**config.mk**
```make
export PLATFORM = sky130hd
export DESIGN_NAME = uart_boot_loader
export DESIGN_NICKNAME = d
export VERILOG_FILES = /design/src/rtl/uart_boot_loader_pkg.sv /design/src/rtl/uart_boot_loader_strobe.sv /design/src/rtl/uart_boot_loader.sv
export SDC_FILE = /design/constraint.sdc
export NUM_CORES = 1
export LEC_CHECK = 0
export ABC_AREA = 1
export BUFFER_PORTS_ARGS = -buffer_cell sky130_fd_sc_hd__buf_2
export CAP_MARGIN = 20
export CORE_MARGIN = 3
export CORE_UTILIZATION = 45
export CTS_CLUSTER_DIAMETER = 60
export DETAILED_ROUTE_END_ITERATION = 10
export GPL_TIMING_DRIVEN = 1
export PLACE_DENSITY = 0.63
export SLEW_MARGIN = 20
export SYNTH_ARGS = -nofsm -noshare
export SYNTH_HDL_FRONTEND = slang
export SYNTH_HIERARCHICAL = 1
export SYNTH_SLANG_ARGS = --single-unit
```
**constraint.sdc**
```tcl
create_clock -name clk_i -period 3.1 [get_ports clk_i]
set_input_delay 0.465 -clock clk_i [delete_from_list [all_inputs] [get_ports clk_i]]
set_output_delay 0.465 -clock clk_i [all_outputs]
set_load 0.01 [all_outputs]
```
**src/rtl/uart_boot_loader_pkg.sv**
```systemverilog
// uart_boot_loader shared types.
// Loader state encoding and default frame magic.
package uart_boot_loader_pkg;

  typedef enum logic [2:0] {
    S_IDLE = 3'd0,
    S_LEN  = 3'd1,
    S_DATA = 3'd2,
    S_WAIT = 3'd3,
    S_CHK  = 3'd4,
    S_DONE = 3'd5,
    S_ERR  = 3'd6
  } state_e;

  localparam logic [7:0] DEF_MAGIC = 8'hA5;

endpackage

```
**src/rtl/uart_boot_loader_strobe.sv**
```systemverilog
// byte_strobe: registered rising-edge detector.
// One pulse per rise of a level-style valid flag.
module byte_strobe (
  input  logic clk_i,
  input  logic rst_i,
  input  logic lvl_i,
  output logic strb_o
);

  logic lvl_q;
  logic strb_q;

  // level starts "high" so a level already up at reset is not a new byte
  always_ff @(posedge clk_i) begin
    if (rst_i) begin
      lvl_q  <= 1'b1;
      strb_q <= 1'b0;
    end else begin
      lvl_q  <= lvl_i;
      strb_q <= lvl_i & ~lvl_q;
    end
  end

  assign strb_o = strb_q;

endmodule

```
**src/rtl/uart_boot_loader.sv**
```systemverilog
// uart_boot_loader: parses magic/len/data/chk frames from the UART
// and writes LE words to instruction memory, holding the CPU in reset.
module uart_boot_loader
  import uart_boot_loader_pkg::*;
#(
  parameter logic [31:0] BASE_ADDR   = 32'h0000_0000,
  parameter int unsigned MAX_WORDS   = 4096,
  parameter logic [7:0]  MAGIC       = DEF_MAGIC,
  parameter int unsigned TIMEOUT_CYC = 100_000_000
) (
  input  logic        clk_i,
  input  logic        rst_i,
  input  logic [7:0]  rx_byte_i,
  input  logic        rx_ready_i,
  output logic        mem_we_o,
  output logic [31:0] mem_addr_o,
  output logic [31:0] mem_wdata_o,
  input  logic        mem_ack_i,
  output logic        cpu_rst_o,
  output logic        done_o,
  output logic        err_o
);

  localparam int IW = $clog2(MAX_WORDS + 1);
  localparam int TW = $clog2(TIMEOUT_CYC + 1);
  localparam logic [31:0]   MAXW  = 32'(MAX_WORDS);
  localparam logic [TW-1:0] TLAST = TW'(TIMEOUT_CYC - 1);

  logic          strb;
  state_e        state_q;
  logic [1:0]    bidx_q;
  logic [31:0]   n_q;
  logic [IW-1:0] idx_q;
  logic [7:0]    sum_q;
  logic [23:0]   sh_q;
  logic [TW-1:0] tmr_q;
  logic          we_q;
  logic [31:0]   addr_q;
  logic [31:0]   wdata_q;
  logic          cpu_rst_q;
  logic          done_q;
  logic          err_q;

  logic [31:0]   n_d;
  logic [31:0]   word_d;
  logic [IW-1:0] idx_d;
  logic          tmo;
  logic          go_err;
  logic          magic;

  byte_strobe u_strb (
    .clk_i  (clk_i),
    .rst_i  (rst_i),
    .lvl_i  (rx_ready_i),
    .strb_o (strb)
  );

  // next values of the length/word shifters and the failure decision
  always_comb begin
    n_d    = {rx_byte_i, n_q[31:8]};
    word_d = {rx_byte_i, sh_q};
    idx_d  = idx_q + 1'b1;
    tmo    = (tmr_q == TLAST);
    magic  = strb && (rx_byte_i == MAGIC);
    go_err = 1'b0;
    unique case (state_q)
      S_LEN:
        go_err = strb ? (bidx_q == 2'd3 && n_d > MAXW) : tmo;
      S_DATA:
        go_err = !strb && tmo;
      S_WAIT:
        go_err = strb;
      S_CHK:
        go_err = strb ? (rx_byte_i != sum_q) : tmo;
      default:
        go_err = 1'b0;
    endcase
  end

  // loader FSM with its datapath and registered outputs
  always_ff @(posedge clk_i) begin
    if (rst_i) begin
      state_q   <= S_IDLE;
      bidx_q    <= '0;
      n_q       <= '0;
      idx_q     <= '0;
      sum_q     <= '0;
      sh_q      <= '0;
      tmr_q     <= '0;
      we_q      <= 1'b0;
      addr_q    <= BASE_ADDR;
      wdata_q   <= '0;
      cpu_rst_q <= 1'b1;
      done_q    <= 1'b0;
      err_q     <= 1'b0;
    end else if (go_err) begin
      state_q   <= S_ERR;
      we_q      <= 1'b0;
      cpu_rst_q <= 1'b1;
      done_q    <= 1'b0;
      err_q     <= 1'b1;
    end else begin
      unique case (state_q)
        S_IDLE, S_DONE, S_ERR: begin
          if (magic) begin
            state_q   <= S_LEN;
            bidx_q    <= '0;
            idx_q     <= '0;
            sum_q     <= '0;
            tmr_q     <= '0;
            cpu_rst_q <= 1'b1;
            done_q    <= 1'b0;
            err_q     <= 1'b0;
          end
        end
        S_LEN: begin
          if (strb) begin
            tmr_q  <= '0;
            n_q    <= n_d;
            bidx_q <= bidx_q + 2'd1;
            if (bidx_q == 2'd3) begin
              state_q <= (n_d == '0) ? S_CHK : S_DATA;
            end
          end else begin
            tmr_q <= tmr_q + 1'b1;
          end
        end
        S_DATA: begin
          if (strb) begin
            tmr_q  <= '0;
            sum_q  <= sum_q + rx_byte_i;
            sh_q   <= word_d[31:8];
            bidx_q <= bidx_q + 2'd1;
            if (bidx_q == 2'd3) begin
              we_q    <= 1'b1;
              wdata_q <= word_d;
              addr_q  <= BASE_ADDR + (32'(idx_q) << 2);
              state_q <= S_WAIT;
            end
          end else begin
            tmr_q <= tmr_q + 1'b1;
          end
        end
        S_WAIT: begin
          if (mem_ack_i) begin
            we_q    <= 1'b0;
            idx_q   <= idx_d;
            state_q <= (32'(idx_d) == n_q) ? S_CHK : S_DATA;
          end
        end
        S_CHK: begin
          if (strb) begin
            state_q   <= S_DONE;
            cpu_rst_q <= 1'b0;
            done_q    <= 1'b1;
          end else begin
            tmr_q <= tmr_q + 1'b1;
          end
        end
        default: state_q <= S_IDLE;
      endcase
    end
  end

  assign mem_we_o    = we_q;
  assign mem_addr_o  = addr_q;
  assign mem_wdata_o = wdata_q;
  assign cpu_rst_o   = cpu_rst_q;
  assign done_o      = done_q;
  assign err_o       = err_q;

endmodule
```
==> flow_summary.ini <==
[finish]
final_cell_mix = nand2_1, a21oi_1, dfxtp_1, inv_1, nand3_1
multi_input_area_um2 = 4050
drive_gt1_share_pct = 11.1
nets = 1259
seq_area_um2 = 3200
fillers = 1830
layout_commonest_cell = nand2_1
syn2layout_area_growth_pct = 11.9
n_antenna_cell = 0
stdcell_count = 1474

[worst_setup_path]
cp-end-kind = flip-flop
start_kind = flip-flop
cp.required_ns = 3.38
crit_arrival_ns = 2.91
cp_max_fo = 28
critical_path_class = reg2reg

[drt]
viasPerCell = 5.21
wl_per_cell_um = 14.2
drc = 0
finalWirelength_mm = 20.9
first_iter_violations = 400
firstDrtPassIters = 5
antenna_left = 0
via_count = 7682

[global_routing]
grt_usage_pct = 21.0
antenna_found_initial = 0
overflow = 0
grt_pass1_wl_mm = 34.6
grt_pass1_vias = 7046
grt_max_degree = 76
grtUsageMet1_pct = 27.2
use_met2_pct = 35.4
grt_use_met3_pct = 3.43
busiest_layer = met2

[yosys]
netlist_area_um2 = 8160
ys_seq_area_share_pct = 39.2
yosysWarnings = 6
yosysTopAreaCell = dfxtp_1
yosys_register_bits = 160
synthCells = 1198
synth-main-ff-cell = dfxtp_1
syn_area_per_cell_um2 = 6.81
synth_area_leaders = dfxtp_1, nand2_1, a21oi_1
synth_edf_count = 0
ys_async_sr_fraction_pct = 0
yosysTopAreaCellShare_pct = 39.2
ys_types = 37

[power_and_ir_drop]
powerDensity_nw_per_um2 = 601
power_frac_seq_pct = 39.8
internal_power_mw = 3.52
ir_drop_v = 0.000399
cellLeakagePower_nw = 3.64
p_switching_mw = 1.96
sw_frac_of_total_pct = 35.8
pwr-share-clk_pct = 37.1
power.combinational.fraction_pct = 23.1

[timing]
hold_violations = 0
fin_setup_tns_ns = 0
setup_viol = 0
fin_crit_sh_pct = 84.9
skew_ns = 0.0171
tightestPinTransition_ns = 0.874
relSlewSlack_pct = 41.7
drv_slew = 0
rsz0062_at_grt = false
max_freq_ghz = 0.380
period_minus_slack_ns = 2.63

[clock_network]
clkTransAtPathRegs_ns = 0.07
insertion_delay_ns = 0.44
cts_inserted_buffers = 17
cts_num_sinks = 160
root_buffer = clkbuf_16
htree_levels = 4
cts_tree = done
cts_hold_buf = 0
cts.repair.resized = 0
post-cts-setup-buffer-count = 0
clockBufferDepth = 2

[floorplanning]
pin_count = 80
die_w_um = 141
start_util_pct = 46.6
coreArea_um2 = 17500
die_h_um = 141
num_rows = 48
dieArea_um2 = 19800

[worst_hold_path]
hp-class = in2reg

[placement]
place_congestion = 0.988
numPlacedInstances = 1442
dp_hpwl_mm = 14.6
port_buffers = 60

[run_status]
status = completed

[job]
cap_violations = 0
[registers in the layout, summed over array words and instances (netlist names)]
register       flops
sum_q              8
n_q               32
cpu_rst_o          1
err_o              1
bidx_q             2
mem_addr_o        13
mem_we_o           1
tmr_q             27
sh_q              24
done_o             1
mem_wdata_o       32
idx_q             13
u_strb/strb_o      1
state_q            3
u_strb/lvl_q       1
[path summary, 6_finish.rpt]
path,from,to,slack (ns),cells past startpoint
worst max register to register,state_q[2],bidx_q[1],0.47,12
worst min-delay path,rx_ready_i,u_strb/lvl_q,0.26,3
worst max-delay path,state_q[2],bidx_q[1],0.47,12
worst min register to register,u_strb/lvl_q,u_strb/strb_o,0.40,1
[critical path, cell delays in order, from the launching register on]
cell,delay [ns]
dfxtp_1,0.44
inv_2,0.09
nand2_1,0.10
nor2_2,0.06
nor2_4,0.42
nand2_2,0.14
nor3_2,0.32
nand2_2,0.16
nand3_2,0.11
buf_4,0.31
nor2_1,0.11
o21ai_0,0.16
nor2_1,0.05
[routing by layer]
| layer | vias up | share of wire [%] |
|---|---|---|
| met1 | 3490 | 46 |
| met2 | 187 | 48 |
| met5 | - | 0 |
| li1 | 3970 | - |
| met3 | 35 | 4.0 |
| met4 | 0 | 2.2 |
[cell type report]
cell class | count | area share [%]
clock buffer | 17 | 4.66
clock inverter | 15 | 1.59
inverter | 152 | 6.25
multi-input combinational | 826 | 44.4
sequential | 160 | 35.1
tap | 225 | 3.08
timing repair buffer | 79 | 4.99
[cells in the mapped netlist (2+ instances only)]
library cell,number
nand2_1,227
a21oi_1,161
dfxtp_1,160
inv_1,146
nand3_1,102
o21ai_0,99
nor2_1,85
clkbuf_1,35
nand4_1,31
nor3_1,28
buf_4,20
xor2_1,19
buf_2,16
ha_1,10
xnor2_1,7
inv_2,6
nand2_2,5
nor2_2,5
or2_2,5
buf_1,4
nor4_1,4
buf_6,3
nand3_2,2
nor2_4,2
nor2b_1,2
nor3_2,2
o2111ai_1,2
[power by group through the flow]
stage / sequential (mW) / clock (mW) / combinational, mW
detailed placement: 2.23 / 0 / 1.26
floorplan: 2.21 / 0 / 1.00
global placement: 2.23 / 0 / 1.24
finish: 2.18 / 2.04 / 1.27
CTS: 2.18 / 2.08 / 1.27
global route: 2.19 / 2.16 / 1.44
[stage by stage]
stage          util, %  setup slack [ns]  hold slack [ns]  instance area (um^2)  total power [mW]
2_1_floorplan        -             0.940            0.382                  8230              3.22
3_3_place_gp      48.8             0.354            0.390                  8560              3.47
3_5_place_dp      48.8             0.348            0.391                  8560              3.48
4_1_cts           52.1             0.483            0.249                  9140              5.52
5_1_grt           52.1             0.213            0.260                  9140              5.79
6_report          52.1             0.469            0.260                  9140              5.49
[cells by family (layout without fill, tap and decap cells)]
family,count (synthesis),after routing,synth area share (%)
other cells,1,19,0.0459
fa+ha+maj,11,11,1.78
simple gates,504,504,27.4
buf+inv,230,263,12.0
flops,160,160,39.2
xor+xnor,27,27,3.08
compound gates,265,265,16.4
Note: power is estimated with default switching activity, not from simulation.
